$ cat src/rtl/uart_tx_fsm.sv
// uart_tx_fsm: transmit-side control core of the UART.
//
// Accepts one byte at a time into a holding register over a valid/ready handshake. It serialises
// each frame as a start bit, DATA_BITS data bits (LSB first), an optional parity bit and STOP_BITS
// stop bits. The core advances only on baud strobes from the baudrate generator.
//
// The state register and the data-bit counter are triplicated and majority-voted. The state
// encoding is one-hot and matches the Rx core.
//
// Ports:
//   clk              system clock
//   rst              asynchronous active-low reset
//   BaudSig_i        one-clk pulse per bit period
//   p_ParityEnable_i 1 = parity bit sent (sampled at frame start)
//   p_ParityOdd_i    1 = odd parity, 0 = even (sampled at frame start)
//   TxData_i         byte to send; bits above DATA_BITS-1 ignored
//   TxValid_i        byte offered
//   TxReady_o        holding register empty
//   Tx_o             serial line, registered, idle high
//   State_o          voted one-hot state
//   BitCounter_o     voted data-bit index (0 outside DATABITS)
//   TxDone_o         one-clk pulse at end of last stop bit
module uart_tx_fsm #(
  parameter int unsigned DATA_BITS = 8,
  parameter int unsigned STOP_BITS = 1
) (
  input  logic       clk,
  input  logic       rst,
  input  logic       BaudSig_i,
  input  logic       p_ParityEnable_i,
  input  logic       p_ParityOdd_i,
  input  logic [7:0] TxData_i,
  input  logic       TxValid_i,
  output logic       TxReady_o,
  output logic       Tx_o,
  output logic [4:0] State_o,
  output logic [3:0] BitCounter_o,
  output logic       TxDone_o
);

  typedef enum logic [4:0] {
    StInterval  = 5'b00001,
    StStartBit  = 5'b00010,
    StDataBits  = 5'b00100,
    StParityBit = 5'b01000,
    StStopBit   = 5'b10000
  } tx_state_e;

  localparam logic [7:0] DataMask = 8'((1 << DATA_BITS) - 1);
  localparam logic [3:0] LastBit  = 4'(DATA_BITS - 1);
  localparam logic [1:0] LastStop = 2'(STOP_BITS - 1);

  // Triplicated state and counter copies; the copies are plain vectors so that an upset
  // copy can hold any pattern, legal or not.
  logic [4:0] state_a_q, state_b_q, state_c_q;
  logic [4:0] state_v, state_d;
  logic [3:0] cnt_a_q, cnt_b_q, cnt_c_q;
  logic [3:0] cnt_v, cnt_d;

  logic [1:0] stop_q, stop_d;
  logic [7:0] hold_q, hold_d;
  logic       hold_full_q, hold_full_d;
  logic [7:0] shift_q, shift_d;
  logic       parity_en_q, parity_en_d;
  logic       parity_bit_q, parity_bit_d;
  logic       tx_q, tx_d;
  logic       done_q, done_d;
  logic       accept;

  // Bitwise majority: any single bad copy is outvoted.
  assign state_v = (state_a_q & state_b_q) | (state_b_q & state_c_q) | (state_a_q & state_c_q);
  assign cnt_v   = (cnt_a_q & cnt_b_q) | (cnt_b_q & cnt_c_q) | (cnt_a_q & cnt_c_q);

  assign accept = TxValid_i & ~hold_full_q;

  always_comb begin
    state_d      = state_v;
    cnt_d        = cnt_v;
    stop_d       = stop_q;
    hold_d       = hold_q;
    hold_full_d  = hold_full_q;
    shift_d      = shift_q;
    parity_en_d  = parity_en_q;
    parity_bit_d = parity_bit_q;
    tx_d         = tx_q;
    done_d       = 1'b0;

    // An accept can never coincide with the transfer below: the transfer needs a full
    // holding register, the accept needs an empty one.
    if (accept) begin
      hold_d      = TxData_i & DataMask;
      hold_full_d = 1'b1;
    end

    unique case (state_v)
      StInterval: begin
        cnt_d  = '0;
        stop_d = '0;
        if (BaudSig_i && hold_full_q) begin
          state_d      = StStartBit;
          tx_d         = 1'b0;
          shift_d      = hold_q;
          hold_full_d  = 1'b0;
          // Parity is fixed for the whole frame from the config seen at frame start.
          parity_en_d  = p_ParityEnable_i;
          parity_bit_d = (^hold_q) ^ p_ParityOdd_i;
        end
      end

      StStartBit: begin
        cnt_d = '0;
        if (BaudSig_i) begin
          state_d = StDataBits;
          tx_d    = shift_q[0];
          shift_d = shift_q >> 1;
        end
      end

      StDataBits: begin
        if (BaudSig_i) begin
          // >= rather than == so a multi-copy counter upset still ends the frame.
          if (cnt_v >= LastBit) begin
            cnt_d  = '0;
            stop_d = '0;
            if (parity_en_q) begin
              state_d = StParityBit;
              tx_d    = parity_bit_q;
            end else begin
              state_d = StStopBit;
              tx_d    = 1'b1;
            end
          end else begin
            cnt_d   = cnt_v + 4'd1;
            tx_d    = shift_q[0];
            shift_d = shift_q >> 1;
          end
        end
      end

      StParityBit: begin
        cnt_d = '0;
        if (BaudSig_i) begin
          state_d = StStopBit;
          tx_d    = 1'b1;
          stop_d  = '0;
        end
      end

      StStopBit: begin
        cnt_d = '0;
        if (BaudSig_i) begin
          if (stop_q >= LastStop) begin
            state_d = StInterval;
            stop_d  = '0;
            done_d  = 1'b1;
          end else begin
            stop_d = stop_q + 2'd1;
          end
        end
      end

      default: begin
        // Voted state is not one-hot: abandon the frame but keep any queued byte.
        state_d = StInterval;
        cnt_d   = '0;
        stop_d  = '0;
        tx_d    = 1'b1;
        shift_d = '0;
      end
    endcase
  end

  // All three copies are rewritten every clock, which scrubs a single-copy upset.
  always_ff @(posedge clk or negedge rst) begin
    if (!rst) begin
      state_a_q    <= StInterval;
      state_b_q    <= StInterval;
      state_c_q    <= StInterval;
      cnt_a_q      <= '0;
      cnt_b_q      <= '0;
      cnt_c_q      <= '0;
      stop_q       <= '0;
      hold_q       <= '0;
      hold_full_q  <= 1'b0;
      shift_q      <= '0;
      parity_en_q  <= 1'b0;
      parity_bit_q <= 1'b0;
      tx_q         <= 1'b1;
      done_q       <= 1'b0;
    end else begin
      state_a_q    <= state_d;
      state_b_q    <= state_d;
      state_c_q    <= state_d;
      cnt_a_q      <= cnt_d;
      cnt_b_q      <= cnt_d;
      cnt_c_q      <= cnt_d;
      stop_q       <= stop_d;
      hold_q       <= hold_d;
      hold_full_q  <= hold_full_d;
      shift_q      <= shift_d;
      parity_en_q  <= parity_en_d;
      parity_bit_q <= parity_bit_d;
      tx_q         <= tx_d;
      done_q       <= done_d;
    end
  end

  assign TxReady_o    = ~hold_full_q;
  assign Tx_o         = tx_q;
  assign State_o      = state_v;
  assign BitCounter_o = cnt_v;
  assign TxDone_o     = done_q;

endmodule

$ cat config.mk
export PLATFORM = sky130hd
export DESIGN_NAME = uart_tx_fsm
export DESIGN_NICKNAME = d
export VERILOG_FILES = /design/src/rtl/uart_tx_fsm.sv
export SDC_FILE = /design/constraint.sdc
export NUM_CORES = 1
export LEC_CHECK = 0
export ABC_AREA = 1
export CAP_MARGIN = 25
export CORE_MARGIN = 2
export CORE_UTILIZATION = 35
export DETAILED_ROUTE_END_ITERATION = 8
export GPL_TIMING_DRIVEN = 0
export PLACE_DENSITY = 0.64
export SLEW_MARGIN = 30
export SYNTH_ARGS = -nofsm -noshare
export SYNTH_HDL_FRONTEND = slang
export SYNTH_SLANG_ARGS = --single-unit
export TNS_END_PERCENT = 20
$ cat constraint.sdc
create_clock -name clk -period 1.5 [get_ports clk]
set_input_delay 0.3 -clock clk [delete_from_list [all_inputs] [get_ports clk]]
set_output_delay 0.3 -clock clk [all_outputs]
set_load 0.02 [all_outputs]
==> Word-level counts from Yosys, hierarchy flattened <==
Index checks and enable logic that the tools add are counted.
{ "classes": {"bitwise": 12, "reduce_logical": 7, "multipliers": 0, "addsub": 2, "n_eq_ne": 12, "div": 0, "muxes": 36, "magnitude_cmp": 2, "shift": 0} }
{ "op_table": {"columns": ["op", "n"], "rows": [
  ["$mux W5", 8],
  ["$mux W8", 4],
  ["$pmux W8 S4", 1],
  ["$pmux W5 S5", 1],
  ["$reduce_and A5 Y1", 3],
  ["$ne A2 B2 Y1 const B", 7],
  ["$mux W1", 12],
  ["$mux W4", 3],
  ["$mux W2", 5],
  ["$or A5 B5 Y5", 2],
  ["$or A4 B4 Y4", 2],
  ["$pmux W2 S4", 1],
  ["$reduce_xor A8 Y1", 1],
  ["$and A5 B5 Y5", 1],
  ["$eq A5 B1 Y1 const B", 1],
  ["$eq A5 B2 Y1 const B", 1],
  ["$eq A5 B3 Y1 const B", 1],
  ["$eq A5 B4 Y1 const B", 1],
  ["$eq A5 B5 Y1 const B", 1],
  ["$pmux W1 S5", 1],
  ["$add A4 B1 Y4 const B", 1],
  ["$and A4 B4 Y4", 1],
  ["$ge A4 B3 Y1 const B", 1],
  ["$not A1 Y1", 4],
  ["other kinds (7)", 7]
]} }
{ "totals": {"ram_bits": 0, "inputBits": 14, "mem_bits_ro": 0, "word_cells": 81, "n_memories": 0, "ff_bits": 32, "out_inout_bits": 12, "latchBits": 0} }

==> Longest topological paths before layout <==
Gate-level depths: netlist (run 1).
{ "logic_depth": {"ltp_word": 7, "depth_mapped": 10, "ltp_nobuf": 10} }

==> Least setup slack after synthesis (run 1) <==
Ideal clock, no wire load.
{ "synth_timing": {"path_kind": "register -> register", "startpoint": "register cnt_c_q[0]", "endpoint": "register shift_q[0]", "arrival_ns": 1.393, "setup_ns": 0.116, "required_ns": 1.384, "path_stages_with_launch": 10, "setup_slack_ns": -0.010, "path_buffers": 0, "path_cell_list": "dfrtp_1 ha_1 nand2_1 nand2_1 inv_1 o21ai_2 nor2_4 nand2_4 nand2_1 nand2_1"} }
{ "synth_between": {"elab_chain_len": 6} }
{ "synth_rtl": {"columns": ["element", "line", "source"], "rows": [
  ["from (decl)", "57", "logic [3:0] cnt_a_q, cnt_b_q, cnt_c_q;"],
  ["from (signal assigned)", "196", "cnt_c_q <= cnt_d;"],
  ["$and A4 B4 Y4 *", "72", "assign cnt_v = (cnt_a_q & cnt_b_q) | (cnt_b_q & cnt_c_q) | (cnt_a_q & cnt_c_q);"],
  ["$or A4 B4 Y4", "72", null],
  ["$or A4 B4 Y4 *", "72", null],
  ["$ge A4 B3 Y1 *", "122", "if (cnt_v >= LastBit) begin"],
  ["$ne A2 B2 Y1 (no source line) *", null, null],
  ["$reduce_and A5 Y1 (no source line) *", null, null],
  ["to (signal assigned)", "200", "shift_q <= shift_d;"],
  ["to (decl)", "63", "logic [7:0] shift_q, shift_d;"]
]} }
Every way passes the cells marked *; elsewhere a longest branch is shown, timed or not.
A chain may end at the register's enable or synchronous reset.

==> Worst setup path after layout (run 1) <==
{ "layout_timing": {"startpoint": "register state_c_q[0]", "endpoint": "register shift_q[3]"} }
{ "layout_between": {"elab_chain_len": 7} }
{ "layout_rtl": {"columns": ["element", "line", "source"], "rows": [
  ["from (decl)", "55", "logic [4:0] state_a_q, state_b_q, state_c_q;"],
  ["from (signal assigned)", "178", "state_c_q <= StInterval;"],
  ["from (signal assigned)", "193", "state_c_q <= state_d;"],
  ["$and A5 B5 Y5 *", "71", "assign state_v = (state_a_q & state_b_q) | (state_b_q & state_c_q) | (state_a_q & state_c_q);"],
  ["$or A5 B5 Y5", "71", null],
  ["$or A5 B5 Y5 *", "71", null],
  ["$eq A5 B5 Y1 or $eq A5 B4 Y1 (tied branches)", "95", "unique case (state_v)"],
  ["$reduce_or A2 Y1 (no source line)", null, null],
  ["$not A1 Y1 (no source line)", null, null],
  ["$reduce_and A5 Y1 (no source line)", null, null]
]} }
Marked as above.

==> results of run 1 <==
[flip-flops by register name, summed over array words and instances, names as in the netlist]
name          count
TxDone_o          1
state_c_q         5
parity_bit_q      1
shift_q           8
Tx_o              1
cnt_c_q           4
hold_full_q       1
hold_q            8
parity_en_q       1
[synthesized netlist by cell type]
| master | number | area share (%) |
|---|---|---|
| nand2_1 | 67 | 15 |
| dfrtp_1 | 28 | 42 |
| inv_1 | 19 | 4.3 |
| nand3_1 | 19 | 5.8 |
| nor2_1 | 18 | 4.1 |
| o21ai_0 | 14 | 4.2 |
| a21oi_1 | 8 | 2.4 |
| nand4_1 | 6 | 2.3 |
| inv_2 | 4 | 0.91 |
| nor2_2 | 4 | 1.5 |
| nand2_2 | 3 | 1.1 |
| nor2_4 | 3 | 2.0 |
| xnor2_1 | 3 | 1.6 |
| clkinv_2 | 2 | 0.61 |
| dfstp_2 | 2 | 3.2 |
| nand3_2 | 2 | 1.2 |
| xor2_1 | 2 | 1.1 |
| a21oi_2 | 1 | 0.53 |
| buf_6 | 1 | 0.68 |
| clkbuf_1 | 1 | 0.23 |
| clkinv_1 | 1 | 0.23 |
| ha_1 | 1 | 0.76 |
| nand2_4 | 1 | 0.68 |
| nand3_4 | 1 | 1.1 |
| nand3b_1 | 1 | 0.45 |
| o21ai_2 | 1 | 0.53 |
| o221ai_1 | 1 | 0.53 |
| o22ai_1 | 1 | 0.38 |
[metrics by stage]
| stage | setup WS [ps] | hold WS, ps |
|---|---|---|
| CTS | -31.9 | 69.9 |
| floorplan | 17.2 | 4.41 |
| detailed placement | -369 | 383 |
| global route | -55.5 | 109 |
| finish | 18.1 | 50.4 |
| global placement | -539 | 455 |
[layer usage]
layer	wire [um]	global-route usage, %	vias up
met4	17	6.17	0
met3	177	4.70	2
met1	1580	18.2	684
met2	1700	23.7	40
met5	0	0	-
li1	-	-	766
[what timing repair did]
action,in CTS,in global routing
resized for setup,19,16
buffers inserted,0,4
endpoints found under the hold margin,0,0
pin swaps,3,11
endpoints found under the setup margin,22,14
[layout make-up]
type	count	area (um^2)
Buffer	2	18.8
Clock buffer	7	86.3
Clock inverter	1	5.00
Fill cell	464	2500
Inverter	26	100
Multi-Input combinational cell	157	832
Sequential cell	30	757
Tap cell	54	67.6
Timing Repair Buffer	29	259
[path summary, 6_finish.rpt]
kind                                                to  depth (start not counted)
worst max-delay path            shift_q[3]$_DFFE_PN0P_                          8
worst max register to register  shift_q[3]$_DFFE_PN0P_                          8
max in group asynchronous       state_c_q[1]$_DFF_PN0_                          1
worst min register to register        Tx_o$_DFFE_PN1P_                          2
min in group clk                      Tx_o$_DFFE_PN1P_                          2
worst min-delay path            shift_q[2]$_DFFE_PN0P_                          1
[report_power, final]
group	switching, W	leakage, nW	internal, W
registers	0.000270	0.364	0.00113
logic	0.00109	0.662	0.000714
clock network	0.000305	0.0482	0.000370
total	0.00167	1.07	0.00222
[placed cells by master, fill, tap and decap left out, types with 2 or more instances in the layout]
cell type	Yosys	final
a21oi_1	8	8
inv_2	4	6
o21ai_0	14	13
inv_1	19	17
xor2_1	2	2
clkbuf_8	0	6
dfrtp_1	28	25
clkdlybuf4s50_1	0	11
nand3_1	19	18
dfstp_2	2	2
clkinv_2	2	3
nand4_1	6	6
nand3_2	2	3
nor2_4	3	5
nor2_1	18	17
nor2_2	4	3
clkbuf_1	1	2
nand2_1	67	60
dfrtp_2	0	3
xnor2_1	3	3
dlygate4sd2_1	0	12
buf_4	0	3
nand2_2	3	10
[logic make-up (layout without fill, tap and decap cells)]
logic type	after synthesis	count (layout)	synth area share, %
compound gates	26	26	8.63
xor+xnor	5	5	2.65
fa+ha+maj	1	1	0.757
buf+inv	28	65	6.96
flops	30	30	45.6
simple gates	125	125	35.4
==> run_results.csv, run 1 <==
group,metric,value,unit
place,dpl_cell_area,1970,um^2
worst_hold_path,hold_class,"in -> async",
critical_path,crit_path_start,"state_c_q[0]$_DFF_PN1_",
global_routing,grt_pass1_wl,6.01,mm
routing,num_vias,1492,
floorplanning,num_io_pins,26,
critical_path,cpMostUsedCell,"nor2_4",
critical_path,path_buf_inv,2,
floorplanning,rows,25,
timing,setup_tns,0,ps
clocking,clkTransAtPathRegs,70,ps
floorplanning,die_h,72.7,um
layout,layout.cells.non_filler,306,
clocking,numCtsBuffers,5,
timing,fmax,0.675,GHz
run,maxCapViolations,0,
pwr,power_per_cell_area,1830,nW/um^2
routing,totalWireLength,3.47,mm
place,portBuffers,25,
floorplanning,die_w,72.7,um
critical_path,max_stage_delay,590,ps
timing,rsz0062_at_grt,"true",
critical_path,worst-path-max-fanout,7,
layout,drive_above_1_share,21.0,%
layout,fin_nets,266,
layout,num_antenna_cells,0,
logic_synthesis,ys_seq_area_share,45.6,%
floorplanning,die-area,5290,um^2
routing,remaining_drc_errors,0,
routing,vias_per_cell,4.88,
floorplanning,start_util,35.7,%
critical_path,setup.worst_path.class,"reg -> reg",
clocking,clock_latency,280,ps
global_routing,grt_pass1_vias,1374,
layout,synthToLayoutAreaGrowth,28.6,%
clocking,cts_tree,"done",
timing,final-hold-violation-count,0,
run_status,status,"finished clean",
logic_synthesis,netlist_instances,215,
global_routing,antenna_found_initial,0,
critical_path,worstPathArrival,1650,ps
timing,report.final.slew_viol_count,0,
critical_path,timing.rr.start,"state_c_q[0]$_DFF_PN1_",
critical_path,cp_slowest_cell,"dfstp_2",
pwr,p_total,0.00388,W
clocking,clock_path_buffers,2,
critical_path,crit_path_start_kind,"flop",
global_routing,grt_max_degree,31,
routing,firstDrtPassIters,4,
timing,final.min_clock_period,1480,ps
logic_synthesis,ys_types,28,
routing,ant_nets,0,
global_routing,track_usage,14.7,%
timing,period_share,98.8,%
timing,slew_headroom,55.5,%
routing,wl_per_cell,11.4,um
logic_synthesis,syn_area_per_cell,7.69,um^2
logic_synthesis,netlist_area,1650,um^2
routing,initialDrtViolationCount,81,
timing,finalSetupViolCount,0,
timing,tightestPinTransition,667,ps
critical_path,r2r_slack,20,ps
clocking,cts_hold_buffers,0,
clocking,cts-root-buf,"clkbuf_8",
clocking,cts.htree.levels,2,
pwr,ir_drop,0.672,mV
critical_path,crit_family,"flip-flops",
critical_path,crit_required,1670,ps
floorplanning,core,4630,um^2
timing,fin_skew,3.63,ps
global_routing,overflow,0,
clocking,cts.sinks,30,
critical_path,worst_setup_path_end_kind,"flop",
logic_synthesis,ys_ff_latch,30,
layout,fin_util,45.9,%
place,place_inst,294,
logic_synthesis,synth_warnings,0,
layout,final_area,2130,um^2
logic_synthesis,synth.net_count,230,
place,gp_congestion,0.878,
place,dp_hpwl,2.48,mm
critical_path,worstPathCellList,"inv_2, nor2_4, nand4_1, o21ai_2, nor2_4, buf_6, nand3_1, nand2_1",
pwr,p_leak,1.07,nW
No activity file was read; power rests on OpenSTA's default activity.
==> inputs of run 2 (changes only) <==
Settings changed: SLEW_MARGIN 30 to 40.
==> results of run 2 <==
No change in the layout: final DEF, timing and power equal those of run 1.
==> inputs of run 3 (changes only) <==
Clock period 1.5 ns to 1.2 ns, I/O delays scaled along.
==> run 3 against run 2 <==
The run now ends with negative hold slack, negative setup slack left. Sequential share of layout area shrank 1.7 points. Hold slack worse by 66 ps. Maximum frequency grew 1.8%. Critical path type unchanged.
==> run_results.csv, run 3 (same netlist as run 1, synthesis figures left out) <==
group,metric,value,unit
critical_path,crit_path_start_kind,"flop",
floorplanning,start_util,35.7,%
global_routing,antenna_found_initial,0,
critical_path,crit_required,1380,ps
place,dp_slack,-618,ps
global_routing,overflow,0,
timing,report.final.slew_viol_count,0,
critical_path,worst_setup_path_end_kind,"flop",
floorplanning,die_w,72.7,um
layout,largestRegisters,"hold_q x8, shift_q x8, state_c_q x5",
routing,initialDrtViolationCount,110,
routing,wl_per_cell,11.4,um
timing,final.min_clock_period,1460,ps
clocking,clock_latency,280,ps
routing,highest_layer,"met4",
routing,firstDrtPassIters,4,
global_routing,grt_pass1_wl,6.27,mm
routing,remaining_drc_errors,0,
pwr,p_switching,0.00220,W
worst_hold_path,hold_class,"in -> async",
pwr,power_per_cell_area,2310,nW/um^2
floorplanning,rows,25,
timing,slew_headroom,55.6,%
routing,num_vias,1486,
clocking,cts_tree,"done",
floorplanning,die-area,5290,um^2
layout,fin_nets,274,
run_status,status,"finished, violations left",
place,portBuffers,25,
timing,final-hold-violation-count,28,
run_status,violations,"negative hold slack, negative setup slack",
pwr,comb_power_share,49.7,%
timing,holdWs,-15.8,ps
timing,fin_skew,6.47,ps
pwr,p_int,0.00297,W
pwr,ir_drop,1.04,mV
routing,ant_nets,0,
routing,dr_wl_met3,160,um
pwr,p_leak,1.12,nW
layout,fillers,464,
place,gp_congestion,0.819,
layout,layout_common_cells,"nand2_1 (61), dfrtp_1 (24), nor2_1 (18)",
run,maxCapViolations,0,
place,dp_hpwl,2.47,mm
place,place_inst,294,
timing,fmax,0.687,GHz
routing,met2WireLength,1.65,mm
routing,vias_per_cell,4.73,
clocking,cts_hold_buffers,0,
timing,period_share,121,%
clocking,clkTransAtPathRegs,70,ps
floorplanning,die_h,72.7,um
global_routing,track_usage,15.3,%
critical_path,worst-path-max-fanout,7,
timing,tightestPinTransition,666,ps
timing,setup_ws,-256,ps
clocking,cts.htree.levels,2,
layout,final_common_cell,"nand2_1",
global_routing,grt_pass1_vias,1385,
critical_path,worstPathArrival,1630,ps
critical_path,setup.worst_path.class,"reg -> reg",
clocking,clock_path_buffers,2,
layout,layout.cells.non_filler,314,
layout,drive_above_1_share,30.8,%
layout,fin_util,48.3,%
floorplanning,num_io_pins,26,
clocking,numCtsBuffers,5,
pwr,clock_power_share,16.3,%
timing,rsz0062_at_grt,"true",
floorplanning,core,4630,um^2
pwr,p_sw_share,42.6,%
pwr,p_seq_share,34.0,%
timing,finalSetupViolCount,20,
clocking,cts.sinks,30,
routing,totalWireLength,3.57,mm
routing,met1Wirelength,1.71,mm
layout,synthToLayoutAreaGrowth,35.3,%
clocking,cts-root-buf,"clkbuf_8",
layout,num_antenna_cells,0,
global_routing,grt_max_degree,31,
-- run 3: timing repair --
| item | CTS | global route |
|---|---|---|
| cloned | 1 | 0 |
| setup buffers | 10 | 1 |
| gates resized for setup | 70 | 21 |
| pin swaps | 16 | 6 |
| setup endpoints to repair | 40 | 36 |
-- run 3: per-stage QoR --
step / area (um^2) / setup TNS [ps] / power, W
after floorplan: 1660 / -3200 / 0.00333
after global placement: 1980 / -32440 / 0.00388
after detailed placement: 1980 / -11480 / 0.00393
after CTS: 2220 / -3960 / 0.00516
after global routing: 2240 / -5160 / 0.00565
final: 2240 / -3470 / 0.00517
-- run 3: area by class of cell --
type                    count  area [um^2]  area share [%]
plain buffers               2         16.3           0.727
clock buffers               8         90.1            4.03
inverters                  26          103            4.59
multi-input cells         157          888            39.7
flip-flops and latches     30          758            33.9
well taps                  54         67.6            3.02
repair buffers             37          313            14.0
-- run 3: power groups by stage --
stage / Sequential (W) / Combinational (W) / Clock (W)
3_3_place_gp: 0.00173 / 0.00215 / 0
4_1_cts: 0.00176 / 0.00253 / 0.000875
2_1_floorplan: 0.00177 / 0.00157 / 0
5_1_grt: 0.00181 / 0.00292 / 0.000916
3_5_place_dp: 0.00175 / 0.00219 / 0
6_report: 0.00176 / 0.00257 / 0.000842
-- run 3: per-layer routing --
| layer | up-vias | global-route usage (%) |
|---|---|---|
| met5 | - | 0 |
| met4 | 0 | 5.14 |
| met3 | 7 | 4.70 |
| met2 | 28 | 23.8 |
| met1 | 673 | 20.2 |
| li1 | 778 | - |
-- run 3: worst paths after layout --
| check | start | to | slack, ps | depth (start not counted) |
|---|---|---|---|---|
| setup / recovery | state_c_q[2]$_DFF_PN0_ | shift_q[1]$_DFFE_PN0P_ | -260 | 9 |
| hold / removal | rst | hold_q[2]$_DFFE_PN0P_ | -20 | 1 |
| setup reg to reg | state_c_q[2]$_DFF_PN0_ | shift_q[1]$_DFFE_PN0P_ | -260 | 9 |
| hold reg to reg | parity_bit_q$_DFFE_PN0P_ | parity_bit_q$_DFFE_PN0P_ | 470 | 2 |
| max in group asynchronous | rst | state_c_q[1]$_DFF_PN0_ | 740 | 1 |
| min in group clk | BaudSig_i | state_c_q[3]$_DFF_PN0_ | 430 | 3 |
-- run 3: worst max-delay path: stages (launching register included) --
cell and delay [ps]:
dfrtp_2 440, nor2_4 240, nand3_2 130, nand2_1 90, clkinv_1 80, nand2_2 80
nor2_4 60, buf_6 130, nand3_2 50, nand2_1 40
